## src/rtl/panel_pkg.sv

```systemverilog
// rtl/panel_pkg.sv - shared scan-state enum, default geometry and PWM level helper
package panel_pkg;

   typedef enum logic [2:0] {
      ST_IDLE,
      ST_SHIFT,
      ST_BLANK,
      ST_LATCH,
      ST_DISPLAY
   } scan_state_e;

   localparam int DEF_COLS      = 64;
   localparam int DEF_SCAN_ROWS = 16;
   localparam int DEF_PWM_BITS  = 5;

   // Top level is reserved so that an all-ones pixel stays lit in every sub-period.
   function automatic int pwm_max_level(input int bits);
      return (1 << bits) - 2;
   endfunction

   localparam int PWM_MAX_LEVEL = pwm_max_level(DEF_PWM_BITS);

endpackage

```

## src/rtl/panel_slot_timer.sv

```systemverilog
// rtl/panel_slot_timer.sv - column slot counter, panel_clk phase and fb_rd_en strobe
module panel_slot_timer
   import panel_pkg::*;
#(
   parameter int COLS    = DEF_COLS,
   parameter int CLK_DIV = 2
) (
   input  logic                    clk,
   input  logic                    rst_n,
   input  logic                    active_d,
   input  logic                    start_d,
   output logic [$clog2(COLS)-1:0] slot,
   output logic                    slot_last,
   output logic                    panel_clk,
   output logic                    fb_rd_en
);

   localparam int SLOT_CYC = 2 * CLK_DIV;
   localparam int CYC_W    = $clog2(SLOT_CYC);
   localparam int COL_W    = $clog2(COLS);

   logic [CYC_W-1:0] cyc_q, cyc_d;
   logic [COL_W-1:0] slot_q, slot_d;
   logic             clk_q, clk_d;
   logic             rd_q, rd_d;

   always_comb begin
      cyc_d  = cyc_q;
      slot_d = slot_q;
      if (start_d) begin
         cyc_d  = '0;
         slot_d = '0;
      end else if (active_d) begin
         if (cyc_q == CYC_W'(SLOT_CYC - 1)) begin
            cyc_d  = '0;
            slot_d = (slot_q == COL_W'(COLS - 1)) ? slot_q : slot_q + 1'b1;
         end else begin
            cyc_d = cyc_q + 1'b1;
         end
      end
      // Outputs describe the coming cycle, so they are flops rather than decodes.
      clk_d = active_d && (cyc_d >= CYC_W'(CLK_DIV));
      rd_d  = active_d && (cyc_d == '0);
   end

   always_ff @(posedge clk or negedge rst_n) begin
      if (!rst_n) begin
         cyc_q  <= '0;
         slot_q <= '0;
         clk_q  <= 1'b0;
         rd_q   <= 1'b0;
      end else begin
         cyc_q  <= cyc_d;
         slot_q <= slot_d;
         clk_q  <= clk_d;
         rd_q   <= rd_d;
      end
   end

   assign slot      = slot_q;
   assign slot_last = (cyc_q == CYC_W'(SLOT_CYC - 1)) && (slot_q == COL_W'(COLS - 1));
   assign panel_clk = clk_q;
   assign fb_rd_en  = rd_q;

endmodule

```

## src/rtl/panel_scan_ctrl.sv

```systemverilog
// rtl/panel_scan_ctrl.sv - HUB75 scan controller: shift, blank, latch and display per PWM sub-period.
// PANEL_DBUF_EN adds swap_req/swap_ack/fb_buf_sel for frame-aligned double buffering.
module panel_scan_ctrl
   import panel_pkg::*;
#(
   parameter int COLS        = DEF_COLS,
   parameter int SCAN_ROWS   = DEF_SCAN_ROWS,
   parameter int PWM_BITS    = DEF_PWM_BITS,
   parameter int CLK_DIV     = 2,
   parameter int DISPLAY_CYC = 8
) (
   input  logic                         clk,
   input  logic                         rst_n,
   input  logic                         en,
`ifdef PANEL_DBUF_EN
   input  logic                         swap_req,
   output logic                         swap_ack,
   output logic                         fb_buf_sel,
`endif
   output logic                         fb_rd_en,
   output logic [$clog2(COLS)-1:0]      fb_col,
   output logic [$clog2(SCAN_ROWS)-1:0] fb_row,
   output logic [PWM_BITS-1:0]          pwm_level,
   output logic                         panel_clk,
   output logic                         panel_lat,
   output logic                         panel_oe,
   output logic [$clog2(SCAN_ROWS)-1:0] panel_addr,
   output logic                         frame_done
);

   localparam int ROW_W   = $clog2(SCAN_ROWS);
   localparam int DISP_W  = $clog2(DISPLAY_CYC + 1);
   localparam int MAX_LVL = pwm_max_level(PWM_BITS);

   scan_state_e        state_q, state_d;
   logic [ROW_W-1:0]   row_q, row_d;
   logic [PWM_BITS-1:0] pwm_q, pwm_d;
   logic [DISP_W-1:0]  disp_q, disp_d;
   logic [ROW_W-1:0]   addr_q, addr_d;
   logic               lat_q, lat_d;
   logic               oe_q, oe_d;
   logic               fd_q, fd_d;
   logic               start_d;
   logic               slot_last;
   logic               disp_last, pwm_wrap, row_wrap;

   panel_slot_timer #(
      .COLS    (COLS),
      .CLK_DIV (CLK_DIV)
   ) u_slot_timer (
      .clk       (clk),
      .rst_n     (rst_n),
      .active_d  (state_d == ST_SHIFT),
      .start_d   (start_d),
      .slot      (fb_col),
      .slot_last (slot_last),
      .panel_clk (panel_clk),
      .fb_rd_en  (fb_rd_en)
   );

   always_comb begin
      state_d   = state_q;
      row_d     = row_q;
      pwm_d     = pwm_q;
      disp_d    = disp_q;
      addr_d    = addr_q;
      start_d   = 1'b0;
      disp_last = (disp_q == DISP_W'(DISPLAY_CYC - 1));
      pwm_wrap  = (pwm_q == PWM_BITS'(MAX_LVL));
      row_wrap  = (row_q == ROW_W'(SCAN_ROWS - 1));
      case (state_q)
         ST_IDLE: begin
            if (en) begin
               state_d = ST_SHIFT;
               start_d = 1'b1;
            end
         end
         ST_SHIFT: begin
            if (slot_last) state_d = ST_BLANK;
         end
         ST_BLANK: begin
            state_d = ST_LATCH;
            addr_d  = row_q;
         end
         ST_LATCH: begin
            state_d = ST_DISPLAY;
            disp_d  = '0;
         end
         ST_DISPLAY: begin
            if (disp_last) begin
               if (pwm_wrap) begin
                  pwm_d = '0;
                  row_d = row_wrap ? '0 : row_q + 1'b1;
               end else begin
                  pwm_d = pwm_q + 1'b1;
               end
               if (en) begin
                  state_d = ST_SHIFT;
                  start_d = 1'b1;
               end else begin
                  state_d = ST_IDLE;
               end
            end else begin
               disp_d = disp_q + 1'b1;
            end
         end
         default: state_d = ST_IDLE;
      endcase
      lat_d = (state_d == ST_LATCH);
      oe_d  = (state_d != ST_DISPLAY);
      // Level and row are stable across DISPLAY, so the frame-end cycle is known one cycle ahead.
      fd_d  = (state_d == ST_DISPLAY) && (disp_d == DISP_W'(DISPLAY_CYC - 1)) && pwm_wrap && row_wrap;
   end

   always_ff @(posedge clk or negedge rst_n) begin
      if (!rst_n) begin
         state_q <= ST_IDLE;
         row_q   <= '0;
         pwm_q   <= '0;
         disp_q  <= '0;
         addr_q  <= '0;
         lat_q   <= 1'b0;
         oe_q    <= 1'b1;
         fd_q    <= 1'b0;
      end else begin
         state_q <= state_d;
         row_q   <= row_d;
         pwm_q   <= pwm_d;
         disp_q  <= disp_d;
         addr_q  <= addr_d;
         lat_q   <= lat_d;
         oe_q    <= oe_d;
         fd_q    <= fd_d;
      end
   end

`ifdef PANEL_DBUF_EN
   logic buf_sel_q, buf_sel_d;
   logic ack_q, ack_d;

   always_comb begin
      ack_d     = fd_d && swap_req;
      buf_sel_d = buf_sel_q ^ ack_d;
   end

   always_ff @(posedge clk or negedge rst_n) begin
      if (!rst_n) begin
         buf_sel_q <= 1'b0;
         ack_q     <= 1'b0;
      end else begin
         buf_sel_q <= buf_sel_d;
         ack_q     <= ack_d;
      end
   end

   assign swap_ack   = ack_q;
   assign fb_buf_sel = buf_sel_q;
`endif

   assign fb_row     = row_q;
   assign pwm_level  = pwm_q;
   assign panel_lat  = lat_q;
   assign panel_oe   = oe_q;
   assign panel_addr = addr_q;
   assign frame_done = fd_q;

endmodule

```

## config.mk

```make
export PLATFORM = sky130hd
export DESIGN_NAME = panel_scan_ctrl
export DESIGN_NICKNAME = d
export VERILOG_FILES = /design/src/rtl/panel_pkg.sv /design/src/rtl/panel_slot_timer.sv /design/src/rtl/panel_scan_ctrl.sv
export SDC_FILE = /design/constraint.sdc
export NUM_CORES = 1
export LEC_CHECK = 0
export BUFFER_PORTS_ARGS = -buffer_cell sky130_fd_sc_hd__buf_2
export CAP_MARGIN = 30
export CORE_ASPECT_RATIO = 2
export CORE_MARGIN = 2
export CORE_UTILIZATION = 32
export CTS_BUF_LIST = sky130_fd_sc_hd__clkbuf_16
export DETAILED_ROUTE_END_ITERATION = 10
export RECOVER_POWER = 25
export SYNTH_ARGS = -nofsm -noshare
export SYNTH_HDL_FRONTEND = slang
export SYNTH_SLANG_ARGS = --single-unit
```

## constraint.sdc

```tcl
create_clock -name clk -period 1.98 [get_ports clk]
set_input_delay 0.495 -clock clk [delete_from_list [all_inputs] [get_ports clk]]
set_output_delay 0.495 -clock clk [all_outputs]
set_load 0.005 [all_outputs]
```

==> summary.txt, run 1 <==
GRT
  – Grt ovf: 0
  – Initial antenna violation count: 0
  – First-pass GRT wire length: 5890 um
  – Number of global-route vias before repair: 1260
  – GRT Total Usage: 14.0%
  – Largest net degree at the start of global routing: 34

Power
  – Total chip power: 2.06 mW
  – Sw Pwr: 0.612 mW
  – Clock power share: 34.3%
  – Leak pwr: 0.954 nW
  – Switching fraction of total power: 29.6%
  – Peak supply drop: 0.520 mV
  – Logic pwr share: 21.6%
  – Sequential power share: 44.1%
  – Power density cells: 1050 nW/um2
  – P_int: 1.45 mW

Logic synthesis
  – Syn nets: 155
  – Mean area per synthesized cell: 11.0 um2
  – Number of synthesized flops with an enable pin: 0
  – Seq/Total Area, Yosys: 51.3%
  – Synth warn: 0
  – Synthesized flop and latch total: 33
  – Async S/R FF share, synth: 100%
  – Syn Inst Count: 146
  – Synth Flop Type: dfrtp_1
  – Synth cell types: 48
  – Post-Syn Area: 1610 um2

Detailed routing
  – Drt initial violations: 13
  – Highest routed layer: met4
  – WL/cell: 14.5 um
  – Met1 wire length: 1290 um
  – Routed WL: 3450 um
  – Via Count: 1235
  – Routed Antenna Nets: 0
  – Metal3 WL: 104 um
  – First-pass detailed-route iteration total: 4
  – Post-route DRC violation count: 0
  – DR WL met2: 1980 um
  – Vias per cell: 5.19

Critical path
  – Cell Chain, Critical Path: inv_1, ha_1, nand4_1, nor3_4, mux2_2
  – Worst setup path class: flip-flop to flip-flop
  – Slowest cell delay on critical path: 0.42 ns
  – CP max stage cell: dfrtp_1
  – Worst setup EP type: flip-flop
  – Crit path DAT: 1.89 ns
  – Crit Path Max Fanout: 7
  – Startpoint Class: flip-flop
  – CP required: 2.14 ns

Clock tree
  – Post-CTS Setup Bufs: 0
  – # clock sinks: 33
  – Worst skew pair latency: 0.27 ns
  – CTS Buf Count: 5
  – Maximum buffer depth of the clock tree: 2
  – CTS tree: yes
  – CTS hold repair buffers: 0
  – Root buffer cell: clkbuf_16
  – Clock slew seen by the registers of the worst setup and hold paths: 0.05 ns
  – H-tree depth: 2
  – Post-CTS sizing: 0

Floorplanning
  – DIE HEIGHT: 104 um
  – Chip width: 54.2 um
  – Site row count: 36
  – # IOs: 27
  – Initial Util: 33.1%
  – Core footprint: 4860 um2
  – Die Area: 5650 um2

Timing
  – Worst Tran Pin Value: 0.825 ns
  – Final hold viol count: 0
  – F_max: 0.577 GHz
  – Period utilisation layout: 87.5%
  – Final setup margin: 0.248 ns
  – Slew HR: 45.0%
  – Setup_tns: 0 ns
  – Crit path time final: 1.73 ns
  – Layout Skew: 0.00333 ns
  – Setup violations, final: 0
  – Unrepaired setup endpoints after global routing: false
  – Slew Limit Fails: 0

Place
  – Dpl ws: 0.264 ns
  – I/O Buffers: 26
  – DP Wirelength: 2570 um
  – DP Cell Count: 231
  – Final Wtd Congestion: 0.746

Layout
  – Layout cells sized above 1: 28.2%
  – Antenna diode count: 0
  – Finished Layout Cells: 238
  – Layout net count: 190
  – Fillers: 485
  – Area Overhead vs Synth: 21.4%

Worst hold path
  – Min-delay worst type: input port to asynchronous set/reset pin

Flow run
  – Total of max-cap violations: 0

Status
  – Status: finished, final reports clean
[synthesized netlist by cell type, drive strengths merged (2+ instances only)]
library cell | n | area share, %
buf | 2 | 1.0
o41ai | 2 | 1.1
nor4 | 3 | 1.9
nand2 | 14 | 3.3
inv | 6 | 1.4
o31ai | 3 | 1.4
nor2b | 2 | 0.78
dfrtp | 32 | 50
o211ai | 3 | 1.4
mux2 | 7 | 5.1
nor3 | 2 | 1.3
a22o | 2 | 1.1
and3 | 2 | 0.78
nand4 | 3 | 1.2
ha | 6 | 4.7
nand3 | 6 | 1.9
nor2 | 11 | 2.7
o21ai | 9 | 2.8
a21boi | 2 | 0.93
nor3b | 3 | 1.7
xor2 | 2 | 1.1
a21oi | 5 | 1.6
nand2b | 2 | 0.78
[final cells by class]
| cell class | instances | area (um2) | area share [%] |
|---|---|---|---|
| sequential | 33 | 827 | 42.3 |
| multi-input combinational | 105 | 746 | 38.1 |
| timing repair buffer | 30 | 158 | 8.06 |
| inverter | 6 | 22.5 | 1.15 |
| tap | 57 | 71.3 | 3.64 |
| clock buffer | 5 | 125 | 6.39 |
| clock inverter | 2 | 7.51 | 0.384 |
[power groups by stage]
stage	clock [mW]	combinational (mW)	sequential [mW]
after floorplan	0	0.309	0.888
after global placement	0	0.446	0.912
after detailed placement	0	0.451	0.922
after CTS	0.726	0.455	0.910
after global routing	0.757	0.525	0.928
final	0.707	0.446	0.910
[per-layer routing]
metal  vias up  track usage [%]
met2        19             24.4
met5         -                0
met3         8             3.02
li1        611                -
met1       597             14.7
met4         0             6.79
[through the flow]
step / hold slack [ns] / instance area [um2] / util (%)
after CTS: 0.267 / 1960 / 40.3
final: 0.390 / 1960 / 40.2
after detailed placement: 0.494 / 1830 / 37.6
after floorplan: 0.199 / 1610 / -
after global routing: 0.483 / 1960 / 40.2
after global placement: 0.488 / 1830 / 37.6
[final timing paths]
path / to / cells past startpoint / slack [ns] / from
setup reg to reg: fb_row[0] / 5 / 0.25 / pwm_level[0]
setup / recovery: fb_row[0] / 5 / 0.25 / pwm_level[0]
hold reg to reg: panel_addr[0] / 1 / 0.50 / panel_addr[0]
min in group clk: panel_addr[0] / 1 / 0.50 / panel_addr[0]
hold / removal: pwm_level[1] / 2 / 0.39 / rst_n
max in group asynchronous: u_slot_timer.fb_rd_en / 2 / 1.06 / rst_n
[registers in the layout (all words and copies together), names as in the netlist]
register                count
disp_q                      4
fb_row                      4
frame_done                  1
panel_addr                  4
panel_lat                   1
panel_oe                    1
pwm_level                   5
state_q                     3
u_slot_timer.cyc_q          2
u_slot_timer.fb_rd_en       1
u_slot_timer.panel_clk      1
u_slot_timer.slot           6
[cell usage in the layout (no fill, tap or decap), types with 2 or more instances in the layout]
cell type,netlist,final
o31ai_1,3,3
dfrtp_1,32,32
clkbuf_16,0,5
o41ai_1,2,2
nand2b_1,2,2
o211ai_1,3,3
nor4_2,2,2
a22o_1,2,2
o21ai_0,8,8
mux2_2,6,6
nand3_1,6,6
xor2_1,2,2
nor2_1,10,10
a21oi_1,5,5
buf_2,1,26
buf_4,0,3
inv_1,6,7
ha_1,6,6
nand2_1,14,14
nor2b_1,2,2
nand4_1,3,3
and3_1,2,2
nor3b_1,2,2
[critical path, delay by kind of cell (launching register included)]
family                     cells  cell delay [ns]
and+or+nand+nor                2             0.60
DFF                            1             0.42
muxes                          1             0.36
adders and majority gates      1             0.16
buffers and inverters          1             0.08
[kinds of logic (layout without fill, tap and decap cells)]
kind of cell               after synthesis  count (layout)  synth area share, %
xor gates and xnor gates                 3               3                 1.63
muxes                                    8               8                 5.74
and+or+nand+nor                         55              55                 20.3
AOI/OAI and AO/OA                       33              33                 14.0
buffers and inverters                    8              43                 2.41
adders and majority gates                6               6                 4.66
DFF                                     33              33                 51.3
Note: power is estimated with default switching activity, not from simulation.
==> run 2, diff against run 1 <==
GPL_ROUTABILITY_DRIVEN = 0   (was unset)
PLACE_DENSITY = 0.5   (was unset)
==> run 2 against run 1 <==
First-iteration DRC count increased by 38%. Power is 0.20% lower. Largest power group unchanged. Final area up 0.77%. Hold slack improved by 0.11 ns. Critical path type unchanged. Core utilization is 0.31 points higher.
==> summary.txt, run 2 (synthesis gave the netlist of run 1 again) <==
Status
  – Status: finished, final reports clean

Timing
  – Setup_tns: 0 ns (unchanged)
  – Worst Tran Pin Value: 1.45 ns (+0.628 ns)
  – Period utilisation layout: 88.5% (+0.99 points)
  – Unrepaired setup endpoints after global routing: false
  – F_max: 0.571 GHz (-1.1%)
  – Slew HR: 3.00% (-42 points)
  – Setup violations, final: 0 (unchanged)
  – Final hold viol count: 0 (unchanged)
  – Slew Limit Fails: 0 (unchanged)
  – Layout Skew: 0.00259 ns (-0.000742 ns)
  – Crit path time final: 1.75 ns (+0.0195 ns)

Detailed routing
  – Vias per cell: 5.28 (+1.8%)
  – Via Count: 1263 (+2.3%)
  – Routed WL: 3630 um (+5.2%)
  – Drt initial violations: 18 (+5)
  – Routed Antenna Nets: 0 (unchanged)
  – Post-route DRC violation count: 0 (unchanged)
  – WL/cell: 15.2 um (+4.8%)
  – First-pass detailed-route iteration total: 4 (unchanged)

Place
  – Placed cell areas: 1850 um2 (+1.1%)
  – I/O Buffers: 26 (unchanged)
  – DP Wirelength: 2700 um (+5.3%)

Power
  – Switching fraction of total power: 29.5% (-0.14 points)
  – Sw Pwr: 0.608 mW (-0.67%)
  – Logic pwr share: 21.6% (about the same)
  – Sequential power share: 44.2% (about the same)
  – P_int: 1.45 mW (about the same)
  – Peak supply drop: 0.911 mV (+75%)
  – Total chip power: 2.06 mW (-0.20%)
  – Leak pwr: 0.967 nW (+1.4%)
  – Power density cells: 1040 nW/um2 (-0.96%)
  – Clock power share: 34.2% (about the same)

GRT
  – Largest net degree at the start of global routing: 34 (unchanged)
  – Initial antenna violation count: 0 (unchanged)
  – Number of global-route vias before repair: 1298 (+3.0%)
  – GRT Total Usage: 14.8% (+0.85 points)
  – Grt ovf: 0 (unchanged)
  – First-pass GRT wire length: 6130 um (+4.0%)

Layout
  – Area Overhead vs Synth: 22.4%
  – Most frequent cells in the layout: dfrtp_1 (32), buf_2 (26), nand2_1 (14), nor2_1 (10), o21ai_0 (8)
  – Antenna diode count: 0 (unchanged)
  – Commonest non-fill, non-tap cell in the layout: dfrtp_1
  – Layout net count: 191 (+0.53%)
  – Final instance area: 1970 um2 (+0.77%)
  – Layout cells sized above 1: 28.0% (-0.15 points)
  – Max FFs per register: 6 (unchanged)

Clock tree
  – H-tree depth: 2 (unchanged)
  – # clock sinks: 33 (unchanged)
  – Maximum buffer depth of the clock tree: 2 (unchanged)
  – Worst skew pair latency: 0.27 ns (about the same)
  – Clock slew seen by the registers of the worst setup and hold paths: 0.05 ns (about the same)
  – Post-CTS sizing: 0 (unchanged)
  – Post-CTS Setup Bufs: 0 (unchanged)
  – CTS Buf Count: 5 (unchanged)
  – CTS hold repair buffers: 0 (unchanged)
  – Root buffer cell: clkbuf_16
  – CTS tree: yes

Critical path
  – Crit Path Max Fanout: 7 (unchanged)
  – Worst setup path class: flip-flop to flip-flop
  – Crit path DAT: 1.91 ns (+0.02 ns)
  – Worst r2r path cells: 5 (unchanged)
  – Worst setup EP type: flip-flop
  – CP required: 2.14 ns (about the same)
  – Startpoint Class: flip-flop

Worst hold path
  – Hold path cells: 1
  – Min-delay worst type: flip-flop to flip-flop

Floorplanning
  – # IOs: 27 (unchanged)
  – Chip width: 54.2 um (unchanged)
  – Die Area: 5650 um2 (unchanged)
  – Core footprint: 4860 um2 (unchanged)
  – Site row count: 36 (unchanged)
  – Initial Util: 33.1% (unchanged)
  – DIE HEIGHT: 104 um (unchanged)

Flow run
  – Total of max-cap violations: 0 (unchanged)
[run 2: worst max-delay path, stage by stage (launching register included)]
cell	delay (ns)
dfrtp_1	0.42
inv_1	0.08
ha_1	0.17
nand4_1	0.31
nor3_4	0.30
mux2_2	0.37
[run 2: cell type report]
cell class,count,area (um2)
Sequential cell,33,827
Timing Repair Buffer,31,173
Inverter,6,22.5
Multi-Input combinational cell,105,746
Tap cell,57,71.3
Fill cell,488,2890
Clock inverter,2,7.51
Clock buffer,5,125
[run 2: final timing paths]
check	from	end	slack, ns
worst max-delay path	pwm_level[0]	fb_row[0]	0.23
worst min-delay path	panel_addr[1]	panel_addr[1]	0.50
worst max register to register	pwm_level[0]	fb_row[0]	0.23
worst min register to register	panel_addr[1]	panel_addr[1]	0.50
max in group asynchronous	rst_n	state_q[0]	0.46
min in group asynchronous	rst_n	fb_row[3]	0.66
[run 2: power groups by stage]
stage	Combinational (mW)	Sequential, mW	Clock, mW
global placement	0.439	0.914	0
detailed placement	0.460	0.921	0
CTS	0.460	0.912	0.721
finish	0.444	0.910	0.705
floorplan	0.309	0.888	0
global route	0.502	0.932	0.750
[run 2: per-stage QoR]
| stage | instances | hold WS, ns | setup WS, ns | utilization, % |
|---|---|---|---|---|
| floorplan | 146 | 0.199 | 0.402 | - |
| global placement | 232 | 0.464 | 0.267 | 38.0 |
| detailed placement | 232 | 0.466 | 0.238 | 38.0 |
| CTS | 239 | 0.181 | 0.222 | 40.7 |
| global route | 239 | 0.525 | 0.0858 | 40.5 |
| finish | 239 | 0.498 | 0.228 | 40.5 |
[run 2: per-layer routing]
metal	track usage (%)	wire, um	vias up
met5	0	0	-
met4	7.32	82	0
met3	3.30	121	5
met2	26.2	2090	24
met1	15.2	1330	621
li1	-	-	613
